## config.mk

```make
export PLATFORM = sky130hd
export DESIGN_NAME = uart_tx_fifo
export DESIGN_NICKNAME = d
export VERILOG_FILES = /design/src/rtl/uart_pkg.sv /design/src/rtl/byte_fifo.sv /design/src/rtl/uart_tx_fifo.sv
export SDC_FILE = /design/constraint.sdc
export NUM_CORES = 1
export LEC_CHECK = 0
export ABC_AREA = 1
export BUFFER_PORTS_ARGS = -buffer_cell sky130_fd_sc_hd__buf_2
export CAP_MARGIN = 20
export CORE_MARGIN = 2
export CORE_UTILIZATION = 60
export CTS_CLUSTER_DIAMETER = 30
export DETAILED_ROUTE_END_ITERATION = 8
export GPL_TIMING_DRIVEN = 0
export PLACE_DENSITY = 0.81
export SKIP_LAST_GASP = 1
export SYNTH_ARGS = -nofsm -noshare
export SYNTH_HDL_FRONTEND = slang
export SYNTH_SLANG_ARGS = --single-unit
```

## constraint.sdc

```tcl
create_clock -name clk -period 3.5 [get_ports clk]
set_clock_uncertainty 0.1 [all_clocks]
set_input_delay 1.05 -clock clk [delete_from_list [all_inputs] [get_ports clk]]
set_output_delay 1.05 -clock clk [all_outputs]
set_load 0.01 [all_outputs]
```

## src/rtl/uart_pkg.sv

```systemverilog
// uart_pkg: shared types and constants for the buffered UART transmitter.
package uart_pkg;
  localparam int UART_DATA_W          = 8;
  localparam int DEFAULT_CLKS_PER_BIT = 5208;  // 50 MHz / 9600 baud

  typedef enum logic [2:0] {
    IDLE,
    START,
    DATA,
    PARITY,
    STOP
  } tx_state_t;
endpackage

```

## src/rtl/byte_fifo.sv

```systemverilog
// byte_fifo: synchronous show-ahead byte FIFO; count is the pointer difference
// using one extra pointer MSB to tell full from empty.
module byte_fifo
  import uart_pkg::*;
#(
  parameter int DEPTH = 8
) (
  input  logic                   clk,
  input  logic                   reset,
  input  logic                   wr_en,
  input  logic [UART_DATA_W-1:0] wr_data,
  input  logic                   rd_en,
  output logic [UART_DATA_W-1:0] rd_data,
  output logic                   full,
  output logic                   empty,
  output logic [$clog2(DEPTH):0] count
);
  localparam int AW = $clog2(DEPTH);
  localparam logic [AW:0] FULL_CNT = (AW + 1)'(DEPTH);
  localparam logic [AW:0] PTR_ONE  = (AW + 1)'(1);

  logic [UART_DATA_W-1:0] mem [DEPTH];
  logic [AW:0]            wr_ptr;
  logic [AW:0]            rd_ptr;
  logic                   push;
  logic                   pop;

  assign count   = wr_ptr - rd_ptr;
  assign full    = (count == FULL_CNT);
  assign empty   = (count == '0);
  assign push    = wr_en && !full;
  assign pop     = rd_en && !empty;
  assign rd_data = mem[rd_ptr[AW-1:0]];

  always_ff @(posedge clk or posedge reset) begin
    if (reset) begin
      wr_ptr <= '0;
      rd_ptr <= '0;
    end else begin
      if (push) wr_ptr <= wr_ptr + PTR_ONE;
      if (pop)  rd_ptr <= rd_ptr + PTR_ONE;
    end
  end

  // Storage needs no reset; only entries between the pointers are ever read.
  always_ff @(posedge clk) begin
    if (push) mem[wr_ptr[AW-1:0]] <= wr_data;
  end
endmodule

```

## src/rtl/uart_tx_fifo.sv

```systemverilog
// uart_tx_fifo: FIFO-buffered UART transmitter, 8N1 LSB first.
// Define UART_TX_PARITY_EN for 8E1 frames (even parity between bit 7 and stop).
//
// state  | meaning
// IDLE   | line high, waiting for a queued byte
// START  | start bit (low)
// DATA   | eight data bits, LSB first
// PARITY | even parity bit (UART_TX_PARITY_EN only)
// STOP   | stop bit (high); pops the next byte directly if one is queued
module uart_tx_fifo
  import uart_pkg::*;
#(
  parameter int CLKS_PER_BIT = DEFAULT_CLKS_PER_BIT,
  parameter int FIFO_DEPTH   = 8
) (
  input  logic                        clk,
  input  logic                        reset,
  input  logic [UART_DATA_W-1:0]      data_bus,
  input  logic                        write_enable,
  output logic                        TC,
  output logic                        busy,
  output logic [$clog2(FIFO_DEPTH):0] fifo_count,
  output logic                        TX
);
  localparam int BW = (CLKS_PER_BIT > 1) ? $clog2(CLKS_PER_BIT) : 1;
  localparam logic [BW-1:0] BAUD_LAST = BW'(CLKS_PER_BIT - 1);
  localparam logic [BW-1:0] BAUD_ONE  = BW'(1);

  tx_state_t              state;
  logic [BW-1:0]          baud;
  logic [2:0]             bit_idx;
  logic [UART_DATA_W-1:0] shift;
  logic [UART_DATA_W-1:0] head;
  logic                   full;
  logic                   empty;
  logic                   pop;
  logic                   baud_wrap;
`ifdef UART_TX_PARITY_EN
  logic                   parity;
`endif

  byte_fifo #(.DEPTH(FIFO_DEPTH)) u_fifo (
    .clk     (clk),
    .reset   (reset),
    .wr_en   (write_enable),
    .wr_data (data_bus),
    .rd_en   (pop),
    .rd_data (head),
    .full    (full),
    .empty   (empty),
    .count   (fifo_count)
  );

  assign TC        = ~full;
  assign baud_wrap = (baud == BAUD_LAST);
  assign pop       = !empty && ((state == IDLE) || (state == STOP && baud_wrap));
  assign busy      = (state != IDLE) || !empty;

  always_ff @(posedge clk or posedge reset) begin
    if (reset) begin
      state   <= IDLE;
      baud    <= '0;
      bit_idx <= '0;
      shift   <= '0;
      TX      <= 1'b1;
`ifdef UART_TX_PARITY_EN
      parity  <= 1'b0;
`endif
    end else begin
      baud <= (state == IDLE || baud_wrap) ? '0 : baud + BAUD_ONE;
      case (state)
        IDLE: begin
          TX <= 1'b1;
          if (pop) begin
            shift   <= head;
            bit_idx <= '0;
            state   <= START;
            TX      <= 1'b0;
`ifdef UART_TX_PARITY_EN
            parity  <= ^head;
`endif
          end
        end
        START: begin
          if (baud_wrap) begin
            state <= DATA;
            TX    <= shift[0];
          end
        end
        DATA: begin
          if (baud_wrap) begin
            if (bit_idx == 3'd7) begin
`ifdef UART_TX_PARITY_EN
              state <= PARITY;
              TX    <= parity;
`else
              state <= STOP;
              TX    <= 1'b1;
`endif
            end else begin
              shift   <= shift >> 1;
              TX      <= shift[1];
              bit_idx <= bit_idx + 3'd1;
            end
          end
        end
`ifdef UART_TX_PARITY_EN
        PARITY: begin
          if (baud_wrap) begin
            state <= STOP;
            TX    <= 1'b1;
          end
        end
`endif
        STOP: begin
          // Chaining straight into START keeps back-to-back frames gap-free.
          if (baud_wrap) begin
            if (pop) begin
              shift   <= head;
              bit_idx <= '0;
              state   <= START;
              TX      <= 1'b0;
`ifdef UART_TX_PARITY_EN
              parity  <= ^head;
`endif
            end else begin
              state <= IDLE;
            end
          end
        end
        default: begin
          state <= IDLE;
          TX    <= 1'b1;
        end
      endcase
    end
  end
endmodule
```

== After elaboration in Yosys (flattened, before gate mapping) ==
Memories as Yosys holds them, arrays and structs flattened.
Index checks and enable logic that the tools add are counted.

* ROM bits: 0
* Logic and storage cells: 70
* Memories kept: 1
* Bits in latches: 0
* Register bits after elaboration: 36
* Input port bits: 11
* Bits in writable memories: 64

* Equality and inequality tests: 13
* Div/mod/pow operators: 0
* Shift-type cells: 0
* Mux-type cells: 27
* Magnitude comparators: 0
* Reductions and logical operators: 16
* Bitwise gates (word level): 1
* $mul: 0
* Add/subtract/negate cells: 5

{| class="wikitable"
|+ Memories
! name !! depth !! width !! rd ports !! clocked after Yosys merged registers in !! wr ports !! RTL line !! RTL
|-
| u_fifo.mem || 8 || 8 || 1 || 0 || 1 || byte_fifo.sv:22 || <nowiki>logic [UART_DATA_W-1:0] mem [DEPTH];</nowiki>
|}

{| class="wikitable"
|+ Operators with widths
! kind !! number
|-
| 8-bit 2-to-1 mux || 4
|-
| 3-bit 2-to-1 mux || 9
|-
| 8-bit one-hot mux with 3 select lines || 1
|-
| 13-bit by 1-bit adder with 13-bit output (second input constant) || 1
|-
| 13-bit equality test (second input constant) || 1
|-
| 13-bit 2-to-1 mux || 1
|-
| 3-bit one-hot mux with 4 select lines || 1
|-
| 2-bit inequality test (second input constant) || 5
|-
| 1-bit 2-to-1 mux || 9
|-
| 3-bit one-hot mux with 3 select lines || 1
|-
| 4-bit by 1-bit adder with 4-bit output (second input constant) || 2
|-
| 4-bit AND reduction || 2
|-
| 3-bit equality test (second input constant) || 2
|-
| 3-bit nonzero test || 2
|-
| 5-bit AND reduction || 1
|-
| 4-bit equality test (second input constant) || 1
|-
| 1-bit logical AND || 4
|-
| 4-bit zero test || 1
|-
| 2-bit by 1-bit inequality test with 1-bit output (second input constant) || 2
|-
| 1-bit one-hot mux with 4 select lines || 1
|-
| 4-bit subtractor || 1
|-
| 3-bit by 1-bit adder with 3-bit output (second input constant) || 1
|-
| 3-bit by 1-bit equality test with 1-bit output (second input constant) || 1
|-
| 3-bit by 2-bit equality test with 1-bit output (second input constant) || 1
|-
| other kinds (4) || 7
|}

== Longest topological paths before layout ==
Gate-level depths: netlist of run 1.

* Depth after elaboration: 7
* Mapped depth: 13
* Gate-level depth less buffers: 13

== Hierarchy ==
Synthesis of run 1 repeated with hierarchy kept, for this count alone.

* Cells, all modules: 456
* Area total of the unflattened synthesis: 4620.7 sq um

{| class="wikitable"
|+ Modules (own cells, without submodules)
! module !! cells an instance !! seq. area each (sq um) !! instances !! area an instance (sq um)
|-
| byte_fifo || 278 || 2122.0 || 1 || 3130.5
|-
| uart_tx_fifo || 178 || 701.9 || 1 || 1490.2
|}

== Worst setup path after synthesis of run 1 ==
Ideal clock, no wire load.

* Kind: register to output
* Start: register u_fifo.rd_ptr[1]
* End: output port busy
* Setup slack: 0.372 ns
* Cell stages (with the launch flop): 7
* Arrival time: 1.978 ns
* Path buffers: 1
* Cell sequence: dfrtp_1 -> inv_1 -> clkbuf_1 -> fa_1 -> or2_4 -> nor2_4 -> nand4_1

* Longest elaborated chain between the ends: 4

{| class="wikitable"
|+ Ends and longest elaborated chain
! what !! RTL line !! RTL
|-
| from (decl) || byte_fifo.sv:24 || <nowiki>logic [AW:0] rd_ptr;</nowiki>
|-
| from (signal assigned) || byte_fifo.sv:41 || <nowiki>if (pop) rd_ptr <= rd_ptr + PTR_ONE;</nowiki>
|-
| 4-bit subtractor || byte_fifo.sv:28 || <nowiki>assign count = wr_ptr - rd_ptr;</nowiki>
|-
| named net fifo_count[1] || uart_tx_fifo.sv:22 || <nowiki>output logic [$clog2(FIFO_DEPTH):0] fifo_count,</nowiki>
|-
| 4-bit zero test || byte_fifo.sv:30 || <nowiki>assign empty = (count == '0);</nowiki>
|-
| 1-bit zero test || uart_tx_fifo.sv:57 || <nowiki>assign busy = (state != IDLE) || !empty;</nowiki>
|-
| 1-bit logical OR || uart_tx_fifo.sv:57 ||
|-
| to (decl) || uart_tx_fifo.sv:21 || <nowiki>output logic busy,</nowiki>
|}

The timed path passes the listed nets, and every way through them passes these cells.

== Worst setup path after layout of run 1 ==
* Start: register u_fifo.rd_ptr[0]
* End: output port TC

* Longest elaborated chain between the ends: 3

{| class="wikitable"
|+ Ends and longest elaborated chain
! what !! RTL line !! RTL
|-
| 4-bit subtractor || byte_fifo.sv:28 ||
|-
| 4-bit equality test || byte_fifo.sv:29 || <nowiki>assign full = (count == FULL_CNT);</nowiki>
|-
| 1-bit inverter || uart_tx_fifo.sv:54 || <nowiki>assign TC = ~full;</nowiki>
|-
| to (decl) || uart_tx_fifo.sv:20 || <nowiki>output logic TC,</nowiki>
|}

No other way between the ends.

==> impl_metrics.tcl, run 1 <==
set metrics [dict create \
    status "finished, final reports clean" \
    cts_tree "yes" \
    p_clk_frac 0.288 \
    netlist_top_cells_count "nand2_1, nand3_1, edfxtp_1, dfrtp_1, nor2_1" \
    max_stage_delay_ns 0.46 \
    synth_edf_count 64 \
    p_int_mw 1.94 \
    grt_pass1_vias 3200 \
    worst-path-buf-inv 3 \
    yosys-top-cells-area "edfxtp_1, dfrtp_1, nand2_1, nand3_1, nor2_1" \
    critPathArrivalTime_ns 2.27 \
    nets 521 \
    hold_viol 0 \
    endpoint_kind "output pin" \
    p_sw_frac 0.308 \
    dieArea_um2 8460 \
    syn_to_final_growth_pct 11.0 \
    grt_max_degree 24 \
    yosysSeqAreaShare 0.608 \
    gr-total-overflow 0 \
    dp_cells 587 \
    post-dp-hpwl_mm 6.39 \
    clk_path_buf_depth 2 \
    antenna_cells 0 \
    crit_required_ns 2.35 \
    worst_setup_path_start_kind "register" \
    grt_use_total 0.247 \
    tightest_slew_ns 1.03 \
    synth_top_area_frac 0.414 \
    avgSynthCellArea_um2 9.95 \
    cap_viol_max_count 0 \
    place.gp.congestion 0.839 \
    synth.yosys.warnings 0 \
    yosysTopAreaCell "edfxtp_1" \
    route.detailed.drc 0 \
    vias 3359 \
    cts_made_buffers 9 \
    powerDensity_nw_per_um2 544 \
    cp_max_fo 3 \
    power_mw 2.81 \
    yosysUniqueCellTypes 36 \
    sequentialPowerShare 0.517 \
    start_util 0.611 \
    synth_flop_cell "edfxtp_1" \
    fin_cells 608 \
    yosysMostFrequentCell "nand2_1" \
    clock-sinks 100 \
    slew_viol_final 0 \
    period_needed_ns 3.42 \
    drive_gt1_frac 0.188 \
    fillers 583 \
    synth_seq_cells 100 \
    cts_root_buf "clkbuf_8" \
    clk_pin_slew_ns 0.11 \
    drt_pass1_iterations 5 \
    slowest_stage "fa_1" \
    p_sw_mw 0.865 \
    rows 32 \
    hp-class "register to register" \
    port_buffers 17 \
    min_period_over_period 0.978 \
    cts_max_level 3 \
    drtAntennaViolNets 0 \
    syn-num-nets 487 \
    wirelength_mm 9.77 \
    die_w_um 92.0 \
    irDropWorstVdd_mv 0.438 \
    crit_chain "ha_1 -> inv_1 -> fa_1 -> or2_4 -> nor2_4 -> buf_4 -> nand2_2 -> buf_2" \
    core-area_um2 7610 \
    fp.dieH_um 92.0 \
    via_per_inst 5.52 \
    synth_area_um2 4650 \
    io_pins 18 \
    antenna_found_initial 0 \
    combPwrFrac 0.194 \
    rsz0062_at_grt "yes" \
    fmax_mhz 292 \
    syn_inst 467 \
    leakagePower_nw 2.18 \
    wl_per_cell_um 16.1 \
    setup-violations-final 0 \
    crit_type "register to output pin" \
    critPathTopFamily "adder cells" \
    first_iter_violations 276 \
    slew_headroom 0.312 \
    async_reset_ff_frac 0.360 \
    clock_latency_ns 0.38 \
    grt_first_pass_wirelength_mm 15.8 \
]
[cells in the final DEF (no fill, tap or decap), types with 3 or more instances in the layout]
| cell | n |
|---|---|
| dfrtp_1 | 34 |
| edfxtp_1 | 64 |
| a21oi_1 | 11 |
| nor2_2 | 4 |
| buf_4 | 8 |
| nand3_1 | 67 |
| ha_1 | 8 |
| nor3_1 | 6 |
| inv_1 | 20 |
| buf_2 | 24 |
| nand2_1 | 132 |
| nor3b_1 | 3 |
| xor2_1 | 6 |
| o21ai_1 | 3 |
| o21ai_0 | 11 |
| nand2_2 | 18 |
| clkbuf_8 | 9 |
| inv_2 | 9 |
| nor2_1 | 34 |
| clkbuf_1 | 3 |
[power groups by stage]
stage               combinational [mW]  clock [mW]  sequential, mW
finish                           0.545       0.810            1.45
global route                     0.599       0.863            1.46
CTS                              0.528       0.815            1.45
detailed placement               0.506           0            1.48
global placement                 0.479           0            1.48
floorplan                        0.353           0            1.47
[tightest hold or removal path, stage by stage, from the launching register on]
cell	delay, ns
dfstp_2	0.38
nand2_1	0.05
nand2_1	0.04
[worst paths after layout]
check | slack, ns | cells past startpoint | endpoint | from
hold / removal | 0.37 | 2 | TX$_DFFE_PP1P_ | TX$_DFFE_PP1P_
max in group asynchronous | 2.13 | 3 | u_fifo.rd_ptr[1]$_DFFE_PP0P_ | reset
hold reg to reg | 0.37 | 2 | TX$_DFFE_PP1P_ | TX$_DFFE_PP1P_
min in group asynchronous | 0.63 | 2 | shift[5]$_DFFE_PP0P_ | reset
setup / recovery | 0.08 | 8 | TC | u_fifo.rd_ptr[0]$_DFFE_PP0P_
setup reg to reg | 0.32 | 12 | u_fifo.mem[4][1]$_DFFE_PP_ | u_fifo.rd_ptr[1]$_DFFE_PP0P_
[cell families (layout without fill, tap and decap cells)]
group | Yosys count | after routing | synth area share
buffers and inverters | 46 | 85 | 0.0425
flip-flops | 100 | 100 | 0.608
XOR/XNOR | 9 | 9 | 0.0186
adder cells (fa/ha/maj) | 9 | 9 | 0.0258
AND/OR/NAND/NOR | 276 | 276 | 0.272
AO/OA/AOI/OAI | 27 | 27 | 0.0328
[registers in the layout (all words and copies together) (netlist names)]
register	count
u_fifo.mem	64
baud	13
shift	8
u_fifo.rd_ptr	4
u_fifo.wr_ptr	4
bit_idx	3
state	3
TX	1
[through the flow]
stage | setup TNS [ns] | utilization | area, µm² | hold WS [ns] | setup slack, ns
after floorplan | 0 | - | 4650 | 0.333 | 0.372
after global placement | -0.128 | 0.639 | 4860 | 0.344 | -0.128
after detailed placement | -0.587 | 0.642 | 4890 | 0.360 | -0.152
after CTS | 0 | 0.676 | 5140 | 0.377 | 0.0230
after global routing | -0.0237 | 0.678 | 5160 | 0.413 | -0.0158
final | 0 | 0.678 | 5160 | 0.371 | 0.0784
[layout make-up]
type | count | area (µm²) | share of cell area
Tap cell | 102 | 128 | 0.0247
Clock inverter | 7 | 100 | 0.0194
Clock buffer | 9 | 124 | 0.0240
Sequential cell | 100 | 2830 | 0.548
Inverter | 31 | 120 | 0.0233
Timing Repair Buffer | 24 | 158 | 0.0306
Multi-Input combinational cell | 321 | 1630 | 0.315
Buffer | 14 | 80.1 | 0.0155
[per-layer routing]
layer  track usage  up-vias  wire [µm]
li1              -     1626          -
met1         0.323     1615       4140
met2         0.410      101       4990
met3        0.0567       17        484
met4        0.0821        0        163
met5             0        -          0
[what timing repair did]
| item | CTS | global route |
|---|---|---|
| setup endpoints to repair | 36 | 2 |
| resized for setup | 2 | 1 |
| hold buffers | 0 | 0 |
| pin swaps | 1 | 1 |
| setup buffers | 4 | 2 |
Power figures use the tool's default switching activity.
==> run 2: changes to the inputs <==
Settings changed: BUFFER_PORTS_ARGS -buffer_cell sky130_fd_sc_hd__buf_2 to not set, DONT_BUFFER_PORTS set to 1, PLACE_DENSITY 0.81 to 0.79.
==> impl_metrics.tcl, run 2 (synthesis results as in run 1) <==
set metrics [dict create \
    status "finished, final reports clean" \
    clock_latency_ns 0.37 \
    layout_common_cells "nand2_1, nand3_1, edfxtp_1, dfrtp_1, nor2_1" \
    worst-path-buf-inv 1 \
    clk_pin_slew_ns 0.10 \
    nets 501 \
    vias 3328 \
    antenna_cells 0 \
    die_w_um 92.0 \
    drive_gt1_frac 0.163 \
    mostFrequentLayoutCell "nand2_1" \
    max_stage_delay_ns 0.48 \
    hp-class "register to register" \
    cts_made_buffers 9 \
    min_period_over_period 0.992 \
    route.detailed.drc 0 \
    setup-violations-final 0 \
    worst_setup_path_start_kind "register" \
    leakagePower_nw 2.08 \
    crit_chain "ha_1 -> inv_1 -> fa_2 -> or2_4 -> nor2_4 -> nand4_1" \
    hold_slack_ns 0.362 \
    drtAntennaViolNets 0 \
    clock-sinks 100 \
    drt_pass1_iterations 4 \
    cap_viol_max_count 0 \
    largest_register_ffs 64 \
    fin_cells 588 \
    post-dp-hpwl_mm 6.42 \
    cts_tree "yes" \
    gr-total-overflow 0 \
    grt_pass1_vias 3230 \
    via_per_inst 5.66 \
    slew_viol_final 0 \
    irDropWorstVdd_mv 0.339 \
    rows 32 \
    worstRegToRegCells 12 \
    place.gp.congestion 0.852 \
    fmax_mhz 288 \
    antenna_found_initial 0 \
    slew_headroom 0.307 \
    finish.utilization 0.661 \
    critPathTopFamily "simple AND/OR/NAND/NOR gates" \
    start_util 0.611 \
    crit_required_ns 2.35 \
    multi_input_area_um2 1640 \
    worst-path-stages 6 \
    worstHoldPathCells 1 \
    fp.dieH_um 92.0 \
    dp_cells 570 \
    cts_root_buf "clkbuf_8" \
    cts_hold_buf 0 \
    rsz0062_at_grt "yes" \
    dieArea_um2 8460 \
    crit_type "register to output pin" \
    slowest_stage "fa_2" \
    endpoint_kind "output pin" \
    tightest_slew_ns 1.04 \
    tns_ns 0 \
    period_needed_ns 3.47 \
    dpl_worst_slack_ns -0.174 \
    power_mw 2.65 \
    cp_max_fo 3 \
    grt_use_total 0.246 \
    critPathArrivalTime_ns 2.32 \
    grt_max_degree 20 \
    port_buffers 0 \
    fillers 580 \
    clk_path_buf_depth 2 \
    register_area_um2 2830 \
    cts_max_level 3 \
    syn_to_final_growth_pct 8.21 \
    core-area_um2 7610 \
    placed_area_um2 4800 \
    first_iter_violations 276 \
    hold_viol 0 \
    setup_ws_ns 0.0286 \
    wirelength_mm 9.71 \
    grt_first_pass_wirelength_mm 15.9 \
    wl_per_cell_um 16.5 \
    io_pins 18 \
    stdcell_area_um2 5030 \
    powerDensity_nw_per_um2 528 \
]
run 2: layout make-up:
type,instances,share of cell area
clock inverter,6,0.0112
multi-input combinational,321,0.327
timing repair buffer,4,0.00995
tap,102,0.0254
sequential,100,0.562
buffer,14,0.0154
clock buffer,10,0.0254
inverter,31,0.0239
run 2: worst register-to-register path, cell delays in order (launching register included):
cell and delay (ns):
dfrtp_1 0.33, buf_2 0.24, inv_2 0.14, ha_1 0.39, a21oi_1 0.20, nand2_1 0.08
nand2_1 0.14, nand2_1 0.19, nand2_2 0.15, nand2_2 0.10, inv_2 0.13, nand2_1 0.13
nor2_1 0.67
run 2: report_power, final:
| part | total (mW) | switching, mW | internal [mW] |
|---|---|---|---|
| Combinational | 0.501 | 0.352 | 0.149 |
| Clock | 0.701 | 0.427 | 0.274 |
| Sequential | 1.45 | 0.0514 | 1.40 |
| Total | 2.65 | 0.831 | 1.82 |
run 2: repair_timing:
action,4_1_cts,5_1_grt
gates cloned,0,0
buffers inserted,2,1
resized for setup,2,6
endpoints found under the setup margin,65,39
pin swaps,0,1
endpoints found under the hold margin,0,0
run 2: layer usage:
layer  vias to the layer above  GRT usage  wire length, µm
met1                      1628      0.318             4060
met3                        21     0.0477              550
li1                       1587          -                -
met5                         -          0                0
met4                         0     0.0920              214
met2                        92      0.415             4890
run 2: worst paths after layout:
path	end	from	slack [ns]
min in group asynchronous	shift[5]$_DFFE_PP0P_	reset	0.62
min	baud[0]$_DFF_PP0_	baud[0]$_DFF_PP0_	0.36
max in group asynchronous	u_fifo.rd_ptr[1]$_DFFE_PP0P_	reset	2.11
max	busy	u_fifo.rd_ptr[0]$_DFFE_PP0P_	0.03
min reg2reg	baud[0]$_DFF_PP0_	baud[0]$_DFF_PP0_	0.36
max reg2reg	u_fifo.mem[1][1]$_DFFE_PP_	u_fifo.rd_ptr[2]$_DFFE_PP0P_	0.16
==> run 3: changes to the inputs <==
Settings changed: ABC_AREA 1 to not set.
==> impl_metrics.tcl, run 3 <==
set metrics [dict create \
    synth_xor_area_frac 0.0385 \
    crit_type "register to output pin" \
    syn-num-nets 360 \
    port_buffers 0 \
    synth_flop_cell "edfxtp_1" \
    antenna_cells 0 \
    post-dp-hpwl_mm 5.82 \
    cts_root_buf "clkbuf_8" \
    largest_register_ffs 64 \
    max_stage_delay_ns 0.48 \
    start_util 0.624 \
    min_period_over_period 0.976 \
    syn_to_final_growth_pct 12.3 \
    avgSynthCellArea_um2 13.4 \
    drtAntennaViolNets 0 \
    async_reset_ff_frac 0.360 \
    clock-sinks 100 \
    clk_pin_slew_ns 0.09 \
    endpoint_kind "output pin" \
    synth_compound_area_frac 0.0635 \
    mostFrequentLayoutCell "edfxtp_1" \
    yosysTopAreaCell "edfxtp_1" \
    slew_headroom 0.408 \
    period_needed_ns 3.42 \
    cts_made_buffers 9 \
    yosysUniqueCellTypes 51 \
    p_sw_mw 0.865 \
    grt_use_total 0.219 \
    hold_viol 0 \
    grt_pass1_vias 2736 \
    tns_ns 0 \
    sequentialPowerShare 0.532 \
    crit_chain "inv_1 -> ha_1 -> a21oi_2 -> and3_4 -> o21ai_4 -> or3_4" \
    vias 2720 \
    dieArea_um2 8300 \
    grt_first_pass_wirelength_mm 13.9 \
    fmax_mhz 293 \
    powerDensity_nw_per_um2 544 \
    antenna_found_initial 0 \
    worst_setup_path_start_kind "register" \
    synth_area_um2 4550 \
    hp-class "register to register" \
    wirelength_mm 8.46 \
    die_w_um 91.1 \
    clk_path_buf_depth 2 \
    drive_gt1_frac 0.230 \
    yosysMostFrequentCell "edfxtp_1" \
    synth_edf_count 64 \
    core-area_um2 7290 \
    cts_tree "yes" \
    via_per_inst 5.81 \
    synth_mux_area_frac 0.109 \
    synthAdderAreaFrac 0.0264 \
    irDropWorstVdd_mv 0.441 \
    cp_max_fo 9 \
    synth.yosys.warnings 0 \
    slew_viol_final 0 \
    yosys-top-cells-area "edfxtp_1, dfrtp_1, mux2i_1, nor2_1, a22oi_1" \
    grt_max_degree 20 \
    yosys.area_share.simple 0.115 \
    route.detailed.drc 0 \
    first_iter_violations 201 \
    gr-total-overflow 0 \
    place.gp.congestion 0.821 \
    fp.dieH_um 91.1 \
    wl_per_cell_um 18.1 \
    synth_top_family_by_area "simple AND/OR/NAND/NOR gates" \
    cap_viol_max_count 0 \
    worst-path-buf-inv 1 \
    layout_common_cells "edfxtp_1, dfrtp_1, mux2i_1, nor2_1, nand2_1" \
    io_pins 18 \
    setup_ws_ns 0.0847 \
    p_int_mw 1.92 \
    setup-violations-final 0 \
    drt_pass1_iterations 5 \
    p_sw_frac 0.311 \
    finish.utilization 0.701 \
    synth_top_area_frac 0.422 \
    tightest_slew_ns 0.883 \
    power_mw 2.78 \
    synth_seq_cells 100 \
    nets 384 \
    clock_latency_ns 0.37 \
    yosysSeqAreaShare 0.620 \
    fin_cells 468 \
    netlist_top_cells_count "edfxtp_1, dfrtp_1, nor2_1, mux2i_1, nand2_1" \
    critPathTopFamily "simple AND/OR/NAND/NOR gates" \
    combPwrFrac 0.224 \
    p_clk_frac 0.245 \
    syn_inst 340 \
    cts_max_level 3 \
    dp_cells 447 \
    rows 31 \
    crit_required_ns 2.35 \
    leakagePower_nw 2.04 \
    slowest_stage "dfrtp_2" \
    status "finished, final reports clean" \
    dpl_worst_slack_ns -0.530 \
    critPathArrivalTime_ns 2.27 \
]
==> run 3: logic make-up after synthesis <==
logic type,after synthesis
compound gates,41
xor+xnor,20
fa+ha+maj,9
buf+inv,29
flops,100
mux,43
simple gates,98
==> run 3: what timing repair did <==
action | CTS | global route
cloned | 0 | 0
endpoints found under the setup margin | 7 | 2
hold buffers | 0 | 0
pin swaps | 3 | 3
gates resized for setup | 25 | 3
setup buffers | 7 | 0
==> run 3: final cells by class <==
cell class	count	area [µm²]
Buffer	14	91.3
Fill cell	505	2180
Inverter	13	51.3
Sequential cell	100	2830
Clock buffer	9	124
Timing Repair Buffer	15	130
Multi-Input combinational cell	211	1710
Clock inverter	7	55.1
Tap cell	99	124
==> run 3: power by group through the flow <==
stage	sequential [mW]	combinational [mW]	clock, mW
finish	1.48	0.623	0.681
global route	1.49	0.675	0.728
CTS	1.48	0.592	0.696
detailed placement	1.50	0.475	0
global placement	1.49	0.407	0
floorplan	1.48	0.319	0
==> run 3: per-stage QoR <==
stage               cell area (µm²)  hold WS [ns]
global placement               4680         0.374
finish                         5110         0.403
global route                   5110         0.427
detailed placement             4800         0.389
CTS                            5100         0.402
floorplan                      4550         0.355
==> run 3: path summary, 6_finish.rpt <==
check | start | end | slack, ns | depth (start not counted)
max | u_fifo.rd_ptr[2]$_DFFE_PP0P_ | busy | 0.08 | 6
min | baud[0]$_DFF_PP0_ | baud[0]$_DFF_PP0_ | 0.40 | 1
max reg2reg | u_fifo.wr_ptr[0]$_DFFE_PP0P_ | u_fifo.mem[3][0]$_DFFE_PP_ | 0.34 | 9
min reg2reg | baud[0]$_DFF_PP0_ | baud[0]$_DFF_PP0_ | 0.40 | 1
max in group asynchronous | reset | TX$_DFFE_PP1P_ | 2.07 | 2
min in group asynchronous | reset | u_fifo.wr_ptr[0]$_DFFE_PP0P_ | 0.60 | 1
==> run 3: layer usage <==
metal,global-route usage,share of wire,wire [µm],up-vias
li1,-,-,-,1281
met1,0.283,0.43,3650,1352
met2,0.363,0.50,4260,70
met3,0.0614,0.050,422,17
met4,0.0644,0.016,132,0
met5,0,0,0,-
